===== src/rtl/seg_scan_mux.sv =====
// seg_scan_mux: shows a multi-digit BCD shadow register one digit at a time, for a 7-segment decoder.
// Define SEG_SCAN_LEADING_ZERO_BLANK_EN to store leading zeros as blank (4'hF) at capture.
module seg_scan_mux #(
    parameter int unsigned NUM_DIGITS     = 4,
    parameter int unsigned SCAN_DIV       = 50000,
    parameter bit          DIG_ACTIVE_LOW = 1'b1
) (
    input  logic                    clk,
    input  logic                    rst_n,
    input  logic                    en,
    input  logic [4*NUM_DIGITS-1:0] bcd_in,
    input  logic                    load,
    output logic                    load_ack,
    output logic [3:0]              data,
    output logic [NUM_DIGITS-1:0]   dig_sel,
    output logic                    frame_start
);

    localparam int unsigned PW = (SCAN_DIV > 1) ? $clog2(SCAN_DIV) : 1;
    localparam int unsigned IW = (NUM_DIGITS > 1) ? $clog2(NUM_DIGITS) : 1;
    localparam logic [PW-1:0] PRESC_LAST = PW'(SCAN_DIV - 1);
    localparam logic [IW-1:0] IDX_LAST = IW'(NUM_DIGITS - 1);
    localparam logic [NUM_DIGITS-1:0] SEL_OFF = {NUM_DIGITS{DIG_ACTIVE_LOW}};

    logic [PW-1:0]         presc_q, presc_d;
    logic [IW-1:0]         idx_q, idx_d;
    logic                  pending_q, pending_d;
    logic [3:0]            shadow_q [NUM_DIGITS];
    logic [3:0]            shadow_d [NUM_DIGITS];
    logic [3:0]            bcd_fmt [NUM_DIGITS];
    logic [3:0]            data_q, data_d;
    logic [NUM_DIGITS-1:0] sel_q, sel_d;
    logic [NUM_DIGITS-1:0] onehot;
    logic                  ack_q, fs_q;
    logic                  tick, wrap, capture;

    assign tick    = en && (presc_q == PRESC_LAST);
    assign wrap    = tick && (idx_q == IDX_LAST);
    assign capture = wrap && (pending_q || load);

    // Format incoming digits as they will be stored in the shadow register.
    always_comb begin
`ifdef SEG_SCAN_LEADING_ZERO_BLANK_EN
        logic lz;
        lz = 1'b1;
        for (int i = int'(NUM_DIGITS) - 1; i >= 0; i--) begin
            bcd_fmt[i] = bcd_in[4*i +: 4];
            lz = lz && (bcd_in[4*i +: 4] == 4'd0);
            if (i > 0 && lz) begin
                bcd_fmt[i] = 4'hF;
            end
        end
`else
        for (int i = 0; i < int'(NUM_DIGITS); i++) begin
            bcd_fmt[i] = bcd_in[4*i +: 4];
        end
`endif
    end

    always_comb begin
        presc_d   = presc_q;
        idx_d     = idx_q;
        pending_d = pending_q;
        shadow_d  = shadow_q;
        onehot    = '0;
        if (en) begin
            presc_d = tick ? '0 : presc_q + 1'b1;
            if (tick) begin
                idx_d = (idx_q == IDX_LAST) ? '0 : idx_q + 1'b1;
            end
            if (capture) begin
                pending_d = 1'b0;
            end else if (load) begin
                pending_d = 1'b1;
            end
        end
        if (capture) begin
            shadow_d = bcd_fmt;
        end
        // Outputs follow the post-edge index so data and dig_sel move together with idx.
        onehot[idx_d] = 1'b1;
        data_d = en ? shadow_d[idx_d] : 4'hF;
        sel_d  = en ? (onehot ^ SEL_OFF) : SEL_OFF;
    end

    always_ff @(posedge clk or negedge rst_n) begin
        if (!rst_n) begin
            presc_q   <= '0;
            idx_q     <= '0;
            pending_q <= 1'b0;
            shadow_q  <= '{default: 4'hF};
            data_q    <= 4'hF;
            sel_q     <= SEL_OFF;
            ack_q     <= 1'b0;
            fs_q      <= 1'b0;
        end else begin
            presc_q   <= presc_d;
            idx_q     <= idx_d;
            pending_q <= pending_d;
            shadow_q  <= shadow_d;
            data_q    <= data_d;
            sel_q     <= sel_d;
            ack_q     <= capture;
            fs_q      <= wrap;
        end
    end

    assign data        = data_q;
    assign dig_sel     = sel_q;
    assign load_ack    = ack_q;
    assign frame_start = fs_q;

endmodule


===== config.mk =====
export PLATFORM = sky130hd
export DESIGN_NAME = seg_scan_mux
export DESIGN_NICKNAME = d
export VERILOG_FILES = /design/src/rtl/seg_scan_mux.sv
export SDC_FILE = /design/constraint.sdc
export NUM_CORES = 1
export LEC_CHECK = 0
export BUFFER_PORTS_ARGS = -buffer_cell sky130_fd_sc_hd__buf_2
export CORE_MARGIN = 1
export CORE_UTILIZATION = 30
export DETAILED_ROUTE_END_ITERATION = 8
export PLACE_DENSITY = 0.47
export SYNTH_ARGS = -nofsm -noshare
export SYNTH_HDL_FRONTEND = slang
export SYNTH_SLANG_ARGS = --single-unit

===== constraint.sdc =====
create_clock -name clk -period 2.55 [get_ports clk]
set_clock_uncertainty 0.05 [all_clocks]
set_input_delay 0.1275 -clock clk [delete_from_list [all_inputs] [get_ports clk]]
set_output_delay 0.1275 -clock clk [all_outputs]
set_load 0.05 [all_outputs]

==> results.yml <==
timing:
  final_min_period_over_clock_period: 0.873
  hold_violations: 0
  max_freq_ghz: 0.449
  totalNegativeSetupSlack_ps: 0
  setup_ws_ps: 324
  slew_headroom: 0.487
  rsz_0062_raised_after_global_routing: "false"
  final_count_of_negative_setup_slack_endpoints: 0
  period_needed_ps: 2230
  final_max_slew_violation_count: 0
  max_slew.worst_pin.slew_ps: 769
critical_path:
  timing.critical_path.from_type: "flip-flop"
  worstPathCellList: "ha_1 -> and4_1 -> and4_2 -> mux2i_4 -> o221ai_1 -> o211ai_1"
  crit_slowest_cell: "sky130_fd_sc_hd__mux2i_4"
  worstPathArrival_ps: 2390
  cpPeakStageDelay_ps: 430
  worstPathRequired_ps: 2720
  crit_family: "simple AND/OR/NAND/NOR gates"
  setup.worst_path.end_class: "flip-flop"
  r2r.worst_path.cells: 6
  cp_num_cells: 6
  critical_path_peak_fanout: 11
  category_of_the_critical_setup_timing_path: "flip-flop to flip-flop"
  path_buf_inv: 0
route:
  post_route_ant_nets: 0
  wl_per_cell_um: 14.1
  detailedRoute.firstPassIterationCount: 4
  route.vias.total: 1596
  detail_route.wirelength_um: 4880
  vias_per_cell: 4.63
  drtIter0Drc: 44
  post-route-drc-count: 0
synth:
  yosys.cell_types.count: 40
  synth_area_per_cell_sq_um: 10.6
  combinational_family_with_the_most_area_after_synthesis: "simple AND/OR/NAND/NOR gates"
  synth.yosys.warnings: 0
  synthesis.instances: 203
  synthMuxAreaShare: 0.0325
  yosysSeqAreaShare: 0.537
  mappedNetlistNets: 225
  post_synthesis_adder_cell_area_fraction: 0.0116
  simple_gate_area_share_of_the_yosys_netlist: 0.214
  synth_xor_area_frac: 0.0488
  synth.ff_latch_count: 45
  syn_area_sq_um: 2150
  synth_compound_gate_area_share: 0.125
clocking:
  cts.sink_count: 45
  tritoncts: "done"
  post_cts_resized: 0
  max-clock-path-buffers: 2
  numCtsBuffers: 5
  ctsHtreeMaxLevel: 2
  cts-root-buf: "sky130_fd_sc_hd__clkbuf_8"
  worst_skew_pair.late_latency_ps: 290
  number_of_buffers_inserted_for_hold_repair_after_clock_tree_synthesis: 10
  cts.clk_slew.worst_paths_ps: 80
  setup_bufs_post_cts: 0
global_route:
  grt_pass1_vias: 1554
  grt_max_degree: 36
  overflow: 0
  track_usage: 0.143
  number_of_antenna_violations_at_the_first_check_in_global_routing: 0
  grt_first_pass_wirelength_um: 8070
cells_and_area:
  num-nets-final: 270
  final_design_area_no_fill_sq_um: 2610
  fillCellCount: 699
  n_antenna_cell: 0
  most-common-layout-cells: "sky130_fd_sc_hd__nand2_1 (35), sky130_fd_sc_hd__buf_2 (29), sky130_fd_sc_hd__dfstp_2 (24)"
  register_area_sq_um: 1160
  post_route_cells_drive_above_1_share: 0.305
  final_common_cell: "sky130_fd_sc_hd__nand2_1"
  multiInputGateArea_sq_um: 931
  synthToLayoutAreaGrowth_pct: 21.2
place:
  io_buffer_count: 29
  place_ws_ps: 317
  globalplace.congestion: 0.754
  detailed_placer_s_ending_hpwl_um: 3500
  placed_cell_area_sq_um: 2420
floorplan:
  floorplan.initialDensity: 0.313
  fp.dieW_um: 86.7
  rows: 30
  dieArea_sq_um: 7520
  core_area_sq_um: 6870
  ios: 30
  fp.dieH_um: 86.7
hold_path:
  hold-path-cell-count: 2
  timing.hold.worst.class: "input port to flip-flop"
job:
  max_cap_violations: 0
pwr:
  reported_leakage_power_nw: 1.20
  irDropWorstVdd_uv: 241
  power_density_nw_per_um2: 556
  totalPowerFinal_mw: 1.45
run_status:
  status: "finished clean"
==> worst register-to-register path: cells and delay by family (launching register included) <==
family | cells | cell delay, ps
compound gates | 2 | 360
fa+ha+maj | 1 | 200
flops | 1 | 380
mux | 1 | 430
simple gates | 2 | 740
==> state kept, by name (all words and copies together) (netlist names) <==
register	count
shadow_q	16
load_ack	1
pending_q	1
dig_sel	4
data	4
idx_q	2
frame_start	1
presc_q	16
==> synth_stat cells <==
cell type	count	area, sq um
sky130_fd_sc_hd__o2bb2ai_1	1	8.76
sky130_fd_sc_hd__o221ai_1	4	35.0
sky130_fd_sc_hd__a21oi_1	12	60.1
sky130_fd_sc_hd__and3_1	6	37.5
sky130_fd_sc_hd__nor4_1	2	12.5
sky130_fd_sc_hd__nor3_1	3	15.0
sky130_fd_sc_hd__nand4_4	1	21.3
sky130_fd_sc_hd__a211o_1	3	26.3
sky130_fd_sc_hd__nand4_1	4	25.0
sky130_fd_sc_hd__nand3_1	9	45.0
sky130_fd_sc_hd__nand3b_1	2	15.0
sky130_fd_sc_hd__a41oi_1	1	8.76
sky130_fd_sc_hd__mux2_2	2	22.5
sky130_fd_sc_hd__nor2b_1	1	6.26
sky130_fd_sc_hd__o21a_1	1	7.51
sky130_fd_sc_hd__nor4b_4	1	23.8
sky130_fd_sc_hd__ha_1	2	25.0
sky130_fd_sc_hd__a211oi_1	2	15.0
sky130_fd_sc_hd__nand2_1	35	131
sky130_fd_sc_hd__buf_2	5	25.0
sky130_fd_sc_hd__and4_1	2	17.5
sky130_fd_sc_hd__clkbuf_1	1	3.75
sky130_fd_sc_hd__and4bb_2	2	25.0
sky130_fd_sc_hd__a21o_1	3	22.5
sky130_fd_sc_hd__and4_2	2	20.0
sky130_fd_sc_hd__a21boi_0	3	22.5
sky130_fd_sc_hd__xor2_1	5	43.8
sky130_fd_sc_hd__nor2_1	11	41.3
sky130_fd_sc_hd__dfrtp_1	21	526
sky130_fd_sc_hd__xnor2_1	7	61.3
sky130_fd_sc_hd__and2_1	1	6.26
sky130_fd_sc_hd__or3_1	3	18.8
sky130_fd_sc_hd__mux2i_4	1	22.5
sky130_fd_sc_hd__mux2_4	1	15.0
sky130_fd_sc_hd__buf_6	2	22.5
sky130_fd_sc_hd__o21ai_0	11	55.1
sky130_fd_sc_hd__dfstp_2	24	631
sky130_fd_sc_hd__o211ai_1	1	7.51
sky130_fd_sc_hd__inv_1	4	15.0
sky130_fd_sc_hd__mux2i_1	1	10.0
==> area by class of cell <==
cell class | count | share of cell area
inverters | 4 | 0.00575
flip-flops and latches | 45 | 0.443
clock buffers | 8 | 0.0345
well taps | 96 | 0.0460
repair buffers | 46 | 0.114
multi-input cells | 146 | 0.357
==> worst paths after layout <==
check                        startpoint            to  slack [ps]
setup reg to reg             presc_q[0]       data[3]         320
hold reg to reg            shadow_q[13]  shadow_q[13]         410
setup / recovery             presc_q[0]       data[3]         320
max in group asynchronous         rst_n  shadow_q[13]        1330
hold / removal                bcd_in[7]  shadow_q[11]           8
min in group asynchronous         rst_n      idx_q[1]         390
==> logic make-up after synthesis <==
family | Yosys count
muxes | 5
xor gates and xnor gates | 12
DFF | 45
AOI/OAI and AO/OA | 42
and+or+nand+nor | 85
buffers and inverters | 12
adders and majority gates | 2
==> per-layer routing <==
metal | up-vias | track usage | share of wire
li1 | 817 | - | -
met1 | 751 | 0.213 | 0.55
met2 | 23 | 0.206 | 0.41
met3 | 5 | 0.0267 | 0.022
met4 | 0 | 0.0455 | 0.014
met5 | - | 0 | 0
==> where the power goes <==
group | internal, mW | total [mW] | switching (mW)
clock | 0.221 | 0.452 | 0.231
sequential | 0.771 | 0.828 | 0.0571
combinational | 0.0849 | 0.170 | 0.0855
total | 1.08 | 1.45 | 0.374
==> metrics by stage <==
stage	cells	hold slack, ps	utilization
6_report	345	8.11	0.380
5_1_grt	345	4.07	0.380
4_1_cts	345	2.79	0.380
3_5_place_dp	327	203	0.352
3_3_place_gp	327	205	0.352
2_1_floorplan	203	-218	-
Power figures use the tool's default switching activity.
